==> src/rtl/systolic_array_wrapper_spec_if.sv <==
// Control/data bundle between the external sequencer and the 4x4 systolic array.
// The master side drives the strobes and skew-buffer writes; the slave side returns the result columns.
interface systolic_array_wrapper_spec_if #(
    parameter int DW = 8
);
    logic          load;
    logic          shift;
    logic          OutputSign;
    logic [2:0]    id_A_0, id_A_1, id_A_2, id_A_3;
    logic [2:0]    id_B_0, id_B_1, id_B_2, id_B_3;
    logic [DW-1:0] shift_in_A_0, shift_in_A_1, shift_in_A_2, shift_in_A_3;
    logic [DW-1:0] shift_in_B_0, shift_in_B_1, shift_in_B_2, shift_in_B_3;
    logic [DW-1:0] shift_out_0, shift_out_1, shift_out_2, shift_out_3;

    modport master (
        output load, shift, OutputSign,
        output id_A_0, id_A_1, id_A_2, id_A_3,
        output id_B_0, id_B_1, id_B_2, id_B_3,
        output shift_in_A_0, shift_in_A_1, shift_in_A_2, shift_in_A_3,
        output shift_in_B_0, shift_in_B_1, shift_in_B_2, shift_in_B_3,
        input  shift_out_0, shift_out_1, shift_out_2, shift_out_3
    );

    modport slave (
        input  load, shift, OutputSign,
        input  id_A_0, id_A_1, id_A_2, id_A_3,
        input  id_B_0, id_B_1, id_B_2, id_B_3,
        input  shift_in_A_0, shift_in_A_1, shift_in_A_2, shift_in_A_3,
        input  shift_in_B_0, shift_in_B_1, shift_in_B_2, shift_in_B_3,
        output shift_out_0, shift_out_1, shift_out_2, shift_out_3
    );
endinterface

==> src/rtl/systolic_array_wrapper_spec.sv <==
// 4x4 output-stationary systolic array computing C = A x B on 8-bit unsigned operands.
// Define SA_SATURATE_EN to clamp unloaded results at 255 instead of wrapping modulo 256.
module systolic_array_wrapper_spec #(
    parameter int DW   = 8,
    parameter int ACCW = 18
) (
    input logic                          clk,
    input logic                          rstn,
    systolic_array_wrapper_spec_if.slave bus
);
    logic [2:0]      id_a   [4];
    logic [2:0]      id_b   [4];
    logic [DW-1:0]   din_a  [4];
    logic [DW-1:0]   din_b  [4];
    logic [DW-1:0]   a_tail [4];
    logic [DW-1:0]   b_tail [4];
    logic [DW-1:0]   dout   [4];
    logic [DW-1:0]   a_out  [4][4];
    logic [DW-1:0]   b_out  [4][4];
    logic [ACCW-1:0] acc_w  [4][4];

    assign id_a[0] = bus.id_A_0;
    assign id_a[1] = bus.id_A_1;
    assign id_a[2] = bus.id_A_2;
    assign id_a[3] = bus.id_A_3;
    assign id_b[0] = bus.id_B_0;
    assign id_b[1] = bus.id_B_1;
    assign id_b[2] = bus.id_B_2;
    assign id_b[3] = bus.id_B_3;
    assign din_a[0] = bus.shift_in_A_0;
    assign din_a[1] = bus.shift_in_A_1;
    assign din_a[2] = bus.shift_in_A_2;
    assign din_a[3] = bus.shift_in_A_3;
    assign din_b[0] = bus.shift_in_B_0;
    assign din_b[1] = bus.shift_in_B_1;
    assign din_b[2] = bus.shift_in_B_2;
    assign din_b[3] = bus.shift_in_B_3;
    assign bus.shift_out_0 = dout[0];
    assign bus.shift_out_1 = dout[1];
    assign bus.shift_out_2 = dout[2];
    assign bus.shift_out_3 = dout[3];

    // Skew buffers: random-access write on load, shift toward position 6 on compute steps.
    genvar gi, gj;
    generate
        for (gi = 0; gi < 4; gi++) begin : g_buf
            logic [DW-1:0] buf_a_reg [7];
            logic [DW-1:0] buf_b_reg [7];

            always_ff @(posedge clk or negedge rstn) begin
                if (!rstn) begin
                    for (int k = 0; k < 7; k++) begin
                        buf_a_reg[k] <= '0;
                        buf_b_reg[k] <= '0;
                    end
                end else if (bus.load) begin
                    // Index 7 matches no entry, so it is silently dropped.
                    for (int k = 0; k < 7; k++) begin
                        if (id_a[gi] == 3'(k)) buf_a_reg[k] <= din_a[gi];
                        if (id_b[gi] == 3'(k)) buf_b_reg[k] <= din_b[gi];
                    end
                end else if (bus.shift) begin
                    buf_a_reg[0] <= '0;
                    buf_b_reg[0] <= '0;
                    for (int k = 1; k < 7; k++) begin
                        buf_a_reg[k] <= buf_a_reg[k-1];
                        buf_b_reg[k] <= buf_b_reg[k-1];
                    end
                end
            end

            assign a_tail[gi] = buf_a_reg[6];
            assign b_tail[gi] = buf_b_reg[6];
        end
    endgenerate

    // PE grid: a flows right, b flows down, accumulators stay put until unloaded upward.
    generate
        for (gi = 0; gi < 4; gi++) begin : g_row
            for (gj = 0; gj < 4; gj++) begin : g_col
                logic [DW-1:0]   a_in;
                logic [DW-1:0]   b_in;
                logic [ACCW-1:0] acc_below;
                logic [2*DW-1:0] prod;
                logic [DW-1:0]   a_reg;
                logic [DW-1:0]   b_reg;
                logic [ACCW-1:0] acc_reg;

                if (gj == 0) begin : g_a_edge
                    assign a_in = a_tail[gi];
                end else begin : g_a_link
                    assign a_in = a_out[gi][gj-1];
                end

                if (gi == 0) begin : g_b_edge
                    assign b_in = b_tail[gj];
                end else begin : g_b_link
                    assign b_in = b_out[gi-1][gj];
                end

                if (gi == 3) begin : g_acc_bottom
                    assign acc_below = '0;
                end else begin : g_acc_link
                    assign acc_below = acc_w[gi+1][gj];
                end

                assign prod = a_in * b_in;

                // A load cycle freezes the grid even if shift is also asserted.
                always_ff @(posedge clk or negedge rstn) begin
                    if (!rstn) begin
                        a_reg   <= '0;
                        b_reg   <= '0;
                        acc_reg <= '0;
                    end else if (!bus.load) begin
                        if (bus.shift) begin
                            a_reg   <= a_in;
                            b_reg   <= b_in;
                            acc_reg <= acc_reg + ACCW'(prod);
                        end else if (bus.OutputSign) begin
                            acc_reg <= acc_below;
                        end
                    end
                end

                assign a_out[gi][gj] = a_reg;
                assign b_out[gi][gj] = b_reg;
                assign acc_w[gi][gj] = acc_reg;
            end
        end
    endgenerate

    // Result formatting of the top accumulator row.
    generate
        for (gj = 0; gj < 4; gj++) begin : g_out
`ifdef SA_SATURATE_EN
            assign dout[gj] = !bus.OutputSign ? '0 :
                              (acc_w[0][gj] > ACCW'({DW{1'b1}})) ? {DW{1'b1}} :
                              acc_w[0][gj][DW-1:0];
`else
            assign dout[gj] = bus.OutputSign ? acc_w[0][gj][DW-1:0] : '0;
`endif
        end
    endgenerate
endmodule

==> src/flat_wrapper.sv <==
// flat-port wrapper written by rule: the top's interface ports become plain ports
module systolic_array_wrapper_spec_flat 
#(
    parameter int DW   = 8,
    parameter int ACCW = 18
)
  (clk, rstn, bus_load, bus_shift, bus_OutputSign, bus_id_A_0, bus_id_A_1, bus_id_A_2, bus_id_A_3, bus_id_B_0, bus_id_B_1, bus_id_B_2, bus_id_B_3, bus_shift_in_A_0, bus_shift_in_A_1, bus_shift_in_A_2, bus_shift_in_A_3, bus_shift_in_B_0, bus_shift_in_B_1, bus_shift_in_B_2, bus_shift_in_B_3, bus_shift_out_0, bus_shift_out_1, bus_shift_out_2, bus_shift_out_3);
  systolic_array_wrapper_spec_if #(.DW(DW)) bus_i ();
  input logic clk;
  input logic rstn;
  input wire logic [$bits(bus_i.load)-1:0] bus_load;
  input wire logic [$bits(bus_i.shift)-1:0] bus_shift;
  input wire logic [$bits(bus_i.OutputSign)-1:0] bus_OutputSign;
  input wire logic [$bits(bus_i.id_A_0)-1:0] bus_id_A_0;
  input wire logic [$bits(bus_i.id_A_1)-1:0] bus_id_A_1;
  input wire logic [$bits(bus_i.id_A_2)-1:0] bus_id_A_2;
  input wire logic [$bits(bus_i.id_A_3)-1:0] bus_id_A_3;
  input wire logic [$bits(bus_i.id_B_0)-1:0] bus_id_B_0;
  input wire logic [$bits(bus_i.id_B_1)-1:0] bus_id_B_1;
  input wire logic [$bits(bus_i.id_B_2)-1:0] bus_id_B_2;
  input wire logic [$bits(bus_i.id_B_3)-1:0] bus_id_B_3;
  input wire logic [$bits(bus_i.shift_in_A_0)-1:0] bus_shift_in_A_0;
  input wire logic [$bits(bus_i.shift_in_A_1)-1:0] bus_shift_in_A_1;
  input wire logic [$bits(bus_i.shift_in_A_2)-1:0] bus_shift_in_A_2;
  input wire logic [$bits(bus_i.shift_in_A_3)-1:0] bus_shift_in_A_3;
  input wire logic [$bits(bus_i.shift_in_B_0)-1:0] bus_shift_in_B_0;
  input wire logic [$bits(bus_i.shift_in_B_1)-1:0] bus_shift_in_B_1;
  input wire logic [$bits(bus_i.shift_in_B_2)-1:0] bus_shift_in_B_2;
  input wire logic [$bits(bus_i.shift_in_B_3)-1:0] bus_shift_in_B_3;
  output wire logic [$bits(bus_i.shift_out_0)-1:0] bus_shift_out_0;
  output wire logic [$bits(bus_i.shift_out_1)-1:0] bus_shift_out_1;
  output wire logic [$bits(bus_i.shift_out_2)-1:0] bus_shift_out_2;
  output wire logic [$bits(bus_i.shift_out_3)-1:0] bus_shift_out_3;
  assign bus_i.load = bus_load;
  assign bus_i.shift = bus_shift;
  assign bus_i.OutputSign = bus_OutputSign;
  assign bus_i.id_A_0 = bus_id_A_0;
  assign bus_i.id_A_1 = bus_id_A_1;
  assign bus_i.id_A_2 = bus_id_A_2;
  assign bus_i.id_A_3 = bus_id_A_3;
  assign bus_i.id_B_0 = bus_id_B_0;
  assign bus_i.id_B_1 = bus_id_B_1;
  assign bus_i.id_B_2 = bus_id_B_2;
  assign bus_i.id_B_3 = bus_id_B_3;
  assign bus_i.shift_in_A_0 = bus_shift_in_A_0;
  assign bus_i.shift_in_A_1 = bus_shift_in_A_1;
  assign bus_i.shift_in_A_2 = bus_shift_in_A_2;
  assign bus_i.shift_in_A_3 = bus_shift_in_A_3;
  assign bus_i.shift_in_B_0 = bus_shift_in_B_0;
  assign bus_i.shift_in_B_1 = bus_shift_in_B_1;
  assign bus_i.shift_in_B_2 = bus_shift_in_B_2;
  assign bus_i.shift_in_B_3 = bus_shift_in_B_3;
  assign bus_shift_out_0 = bus_i.shift_out_0;
  assign bus_shift_out_1 = bus_i.shift_out_1;
  assign bus_shift_out_2 = bus_i.shift_out_2;
  assign bus_shift_out_3 = bus_i.shift_out_3;
  systolic_array_wrapper_spec #(.DW(DW), .ACCW(ACCW)) u_core (.clk(clk), .rstn(rstn), .bus(bus_i));
endmodule
==> config.mk <==
export PLATFORM = sky130hd
export DESIGN_NAME = systolic_array_wrapper_spec_flat
export DESIGN_NICKNAME = d
export VERILOG_FILES = /design/src/rtl/systolic_array_wrapper_spec_if.sv /design/src/rtl/systolic_array_wrapper_spec.sv /design/src/flat_wrapper.sv
export SDC_FILE = /design/constraint.sdc
export NUM_CORES = 2
export LEC_CHECK = 0
export ABC_AREA = 1
export BUFFER_PORTS_ARGS = -buffer_cell sky130_fd_sc_hd__buf_2
export CORE_ASPECT_RATIO = 2
export CORE_MARGIN = 2
export CORE_UTILIZATION = 65
export CTS_BUF_LIST = sky130_fd_sc_hd__clkbuf_4 sky130_fd_sc_hd__clkbuf_8 sky130_fd_sc_hd__clkbuf_16
export DETAILED_ROUTE_END_ITERATION = 12
export PLACE_DENSITY_LB_ADDON = 0.25
export SYNTH_ARGS = -nofsm -noshare
export SYNTH_HDL_FRONTEND = slang
export SYNTH_SLANG_ARGS = --single-unit
==> constraint.sdc <==
create_clock -name clk -period 11.3 [get_ports clk]
set_input_delay 1.695 -clock clk [delete_from_list [all_inputs] [get_ports clk]]
set_output_delay 1.695 -clock clk [all_outputs]
set_load 0.005 [all_outputs]
==> impl_results.md <==
* WL final at between 100000 and 150000 um
* Clock tree buffer depth at 3
* Row count at 145
* WP depth at 7
* Largest family of logic cells by synthesized area: simple AND/OR/NAND/NOR gates
* CP Class: input port to flip-flop
* Routability congestion estimate from global placement at a little over 0.9
* Area grow syn2layout at 6.50%
* Post-CTS Setup Bufs at 0
* Post-synthesis mux area share at 0%
* Worst slew margin at a little over a quarter
* Share of cells above drive strength 1 at under 10%
* Peak VDD IR at 181 uV
* Post-synth EDFFs at 0
* DR DRC count at 0
* DR vias at 41500
* Slowest-stage cell, CP: nor2_4
* Worst Setup Start Kind: input port
* Synth Area in Adders at about 18%
* Net Count, Synth at 7211
* Initial core utilization at between 60% and 70%
* Hold-fix buffers, CTS at 0
* Actual slew at the worst max-slew pin at ~1.1 ns
* Leak at 29.5 nW
* Synth Warn # at 0
* Final setup fails at 0
* Area of the multi-input gates at between 0.02 and 0.03 mm2
* Grt total ovfl at 0
* CTS tree: done
* Crit path buf inv count at 4
* Final hold viol count at 0
* Number of global-route vias before repair at between 40000 and 50000
* FF-to-FF path depth at 21
* Cell mode on critical path: buf_4
* Post-synthesis xor/xnor area fraction at under 10%
* Worst hold path type: flip-flop to flip-flop
* Crit end category: flip-flop
* Max Fanout on Critical Path at between 100 and 150
* H-tree Lvls at 3
* Port bufs at roughly 120
* Sequential fraction of the synthesis area at between 30% and 40%
* Average wire per standard cell at roughly 16 um
* Clock Sinks at 768
* Synth cell count leaders: nand2_1 (1980), inv_1 (1259), dfrtp_1 (768), o21ai_0 (658), fa_1 (288)
* Drt first-iter violations at between 2000 and 3000
* Most common flop cell mapped by yosys: dfrtp_1
* Remaining antenna violation count at 0
* Maximum clock rate at around 0.19 GHz
* Dpl ws at 5.77 ns
* Final min period at between 5 and 6 ns
* Most instantiated library cell after synthesis: nand2_1
* Tcrit/Tclk final at a little under half
* CP delay by family, top: buffers and inverters
* Critical path arrival at ~5.7 ns
* Area leader, netlist: dfrtp_1
* Clock root buffer: clkbuf_16
* Post-synth top area share at between 30% and 40%
* Post-CTS sizing at 0
* Mapped cell area at a little over 0.05 mm2
* Asr flop ratio synth at 100%
* First-pass GRT wire length at around 210000 um
* Final TNS setup at 0 ns
* Worst skew pair latency at between 0.6 and 0.7 ns
* Largest stage delay, worst path at 0.92 ns
* Worst-path cell chain: buf_4 -> clkinv_2 -> nor2_4 -> inv_8 -> buf_4 -> nand2_1 -> o21ai_0
* Antenna violations before repair at 3
* Register area at just under 0.02 mm2
* Die ar. at roughly 0.081 mm2
* Final Net Count at 7127
* Fin cells at between 7000 and 8000
* Core box area at about 0.078 mm2
* RSZ-0062 raised after global routing: false
* Synth unique cells at 30
* Vias per inst at 5.48
* Syn_area_per_cell at around 7.8 um2
* Chip height at about 400 um
* Half-perimeter wire length after placement at between 90000 and 100000 um
* WP data required at 11.82 ns
* PwrDens at between 200 and 250 mW/mm2
* Number of max-cap violations at 0
* Synth Area in Compound Gates at around 11%
* Fin util at 69.8%
* #FFs+latches synth at ~770
* Placed instance count at 7431
* Num CTS Buffers at 70
* Hold Crit Depth at 2
* Largest cells by area after synthesis: dfrtp_1 (38%), nand2_1 (15%), fa_1 (11%)
* Fillers at ~6300
* Pins Over Slew Limit at 0
* # IOs at 125
* Count of TritonRoute iterations in the first routing pass at 6
* Mapped Cells at 6558
* Die W at around 200 um
* Synth Area in Simple Gates at around a fifth
* Clk slew on worst S/H paths at roughly 0.07 ns
* Largest net degree at the start of global routing at between 200 and 250
* Total GRT Usage at between 30% and 40%
* Worst setup margin at roughly 6 ns
* Run status: finished clean
* Clock skew after layout at between 0.02 and 0.025 ns
-- layout by cell type, fill, tap and decap left out, types with 49 or more instances in the layout --
cell type / count
inv_1: 1258
ha_1: 272
nand2_1: 1980
buf_2: 121
xnor2_1: 55
nor2_1: 256
dfrtp_1: 768
o21ai_0: 657
a21oi_1: 49
xor2_1: 100
clkbuf_16: 70
fa_1: 288
a31oi_1: 201
nand3_1: 204
-- cell type report --
class / count / area share (%)
diodes: 2 / 0.00919
clock buffers: 89 / 3.59
repair buffers: 144 / 1.52
multi-input cells: 4228 / 47.5
well taps: 1029 / 2.36
inverters: 1262 / 8.73
clock inverters: 41 / 1.04
flip-flops and latches: 768 / 35.3
-- final timing paths --
| path | startpoint | endpoint | slack, ns |
|---|---|---|---|
| max in group asynchronous | rstn | u_core.g_row[3].g_col[0].a_reg[5] | 8.10 |
| min in group asynchronous | rstn | u_core.g_buf[1].buf_b_reg[44] | 0.95 |
| worst min register to register | u_core.g_row[2].g_col[1].b_reg[7] | u_core.g_row[2].g_col[1].b_reg[7] | 0.47 |
| worst max register to register | u_core.g_row[0].g_col[1].b_reg[1] | u_core.g_row[0].g_col[1].acc_below[7] | 6.88 |
| worst min-delay path | u_core.g_row[2].g_col[1].b_reg[7] | u_core.g_row[2].g_col[1].b_reg[7] | 0.47 |
| worst max-delay path | bus_shift | u_core.g_row[0].g_col[3].b_in[6] | 6.17 |
-- worst min-delay path: cells and delay by family (launching register included) --
family           cells  cell delay, ns
AND/OR/NAND/NOR      2            0.09
flip-flops           1            0.35
-- cell families (layout without fill, tap and decap cells) --
kind of cell / count (synthesis) / count (layout)
AO/OA/AOI/OAI: 1016 / 1016
XOR/XNOR: 155 / 155
adder cells (fa/ha/maj): 560 / 560
buffers and inverters: 1562 / 1536
flip-flops: 768 / 768
other: 0 / 2
AND/OR/NAND/NOR: 2497 / 2497
-- per-stage QoR --
| step | total power (W) | area [um2] | hold slack, ns |
|---|---|---|---|
| 6_report | 0.0121 | 54500 | 0.474 |
| 5_1_grt | 0.0133 | 54500 | 0.511 |
| 4_1_cts | 0.0122 | 54500 | 0.479 |
| 3_5_place_dp | 0.00955 | 51900 | 0.463 |
| 3_3_place_gp | 0.00926 | 51900 | 0.457 |
| 2_1_floorplan | 0.00805 | 51200 | 0.442 |
-- power by group --
group	total [W]	internal (W)	switching, W
clock	0.00259	0.00144	0.00115
sequential	0.00394	0.00331	0.000635
combinational	0.00559	0.00218	0.00341
total	0.0121	0.00694	0.00519
-- per-layer routing --
layer | share of wire (%) | track usage [%] | vias to the layer above
li1 | - | - | 19900
met3 | 3.9 | 3.63 | 487
met2 | 52 | 57.2 | 1107
met4 | 7.9 | 22.5 | 4
met5 | 0.014 | 0 | -
met1 | 36 | 34.6 | 19900
Power figures use the tool's default switching activity.
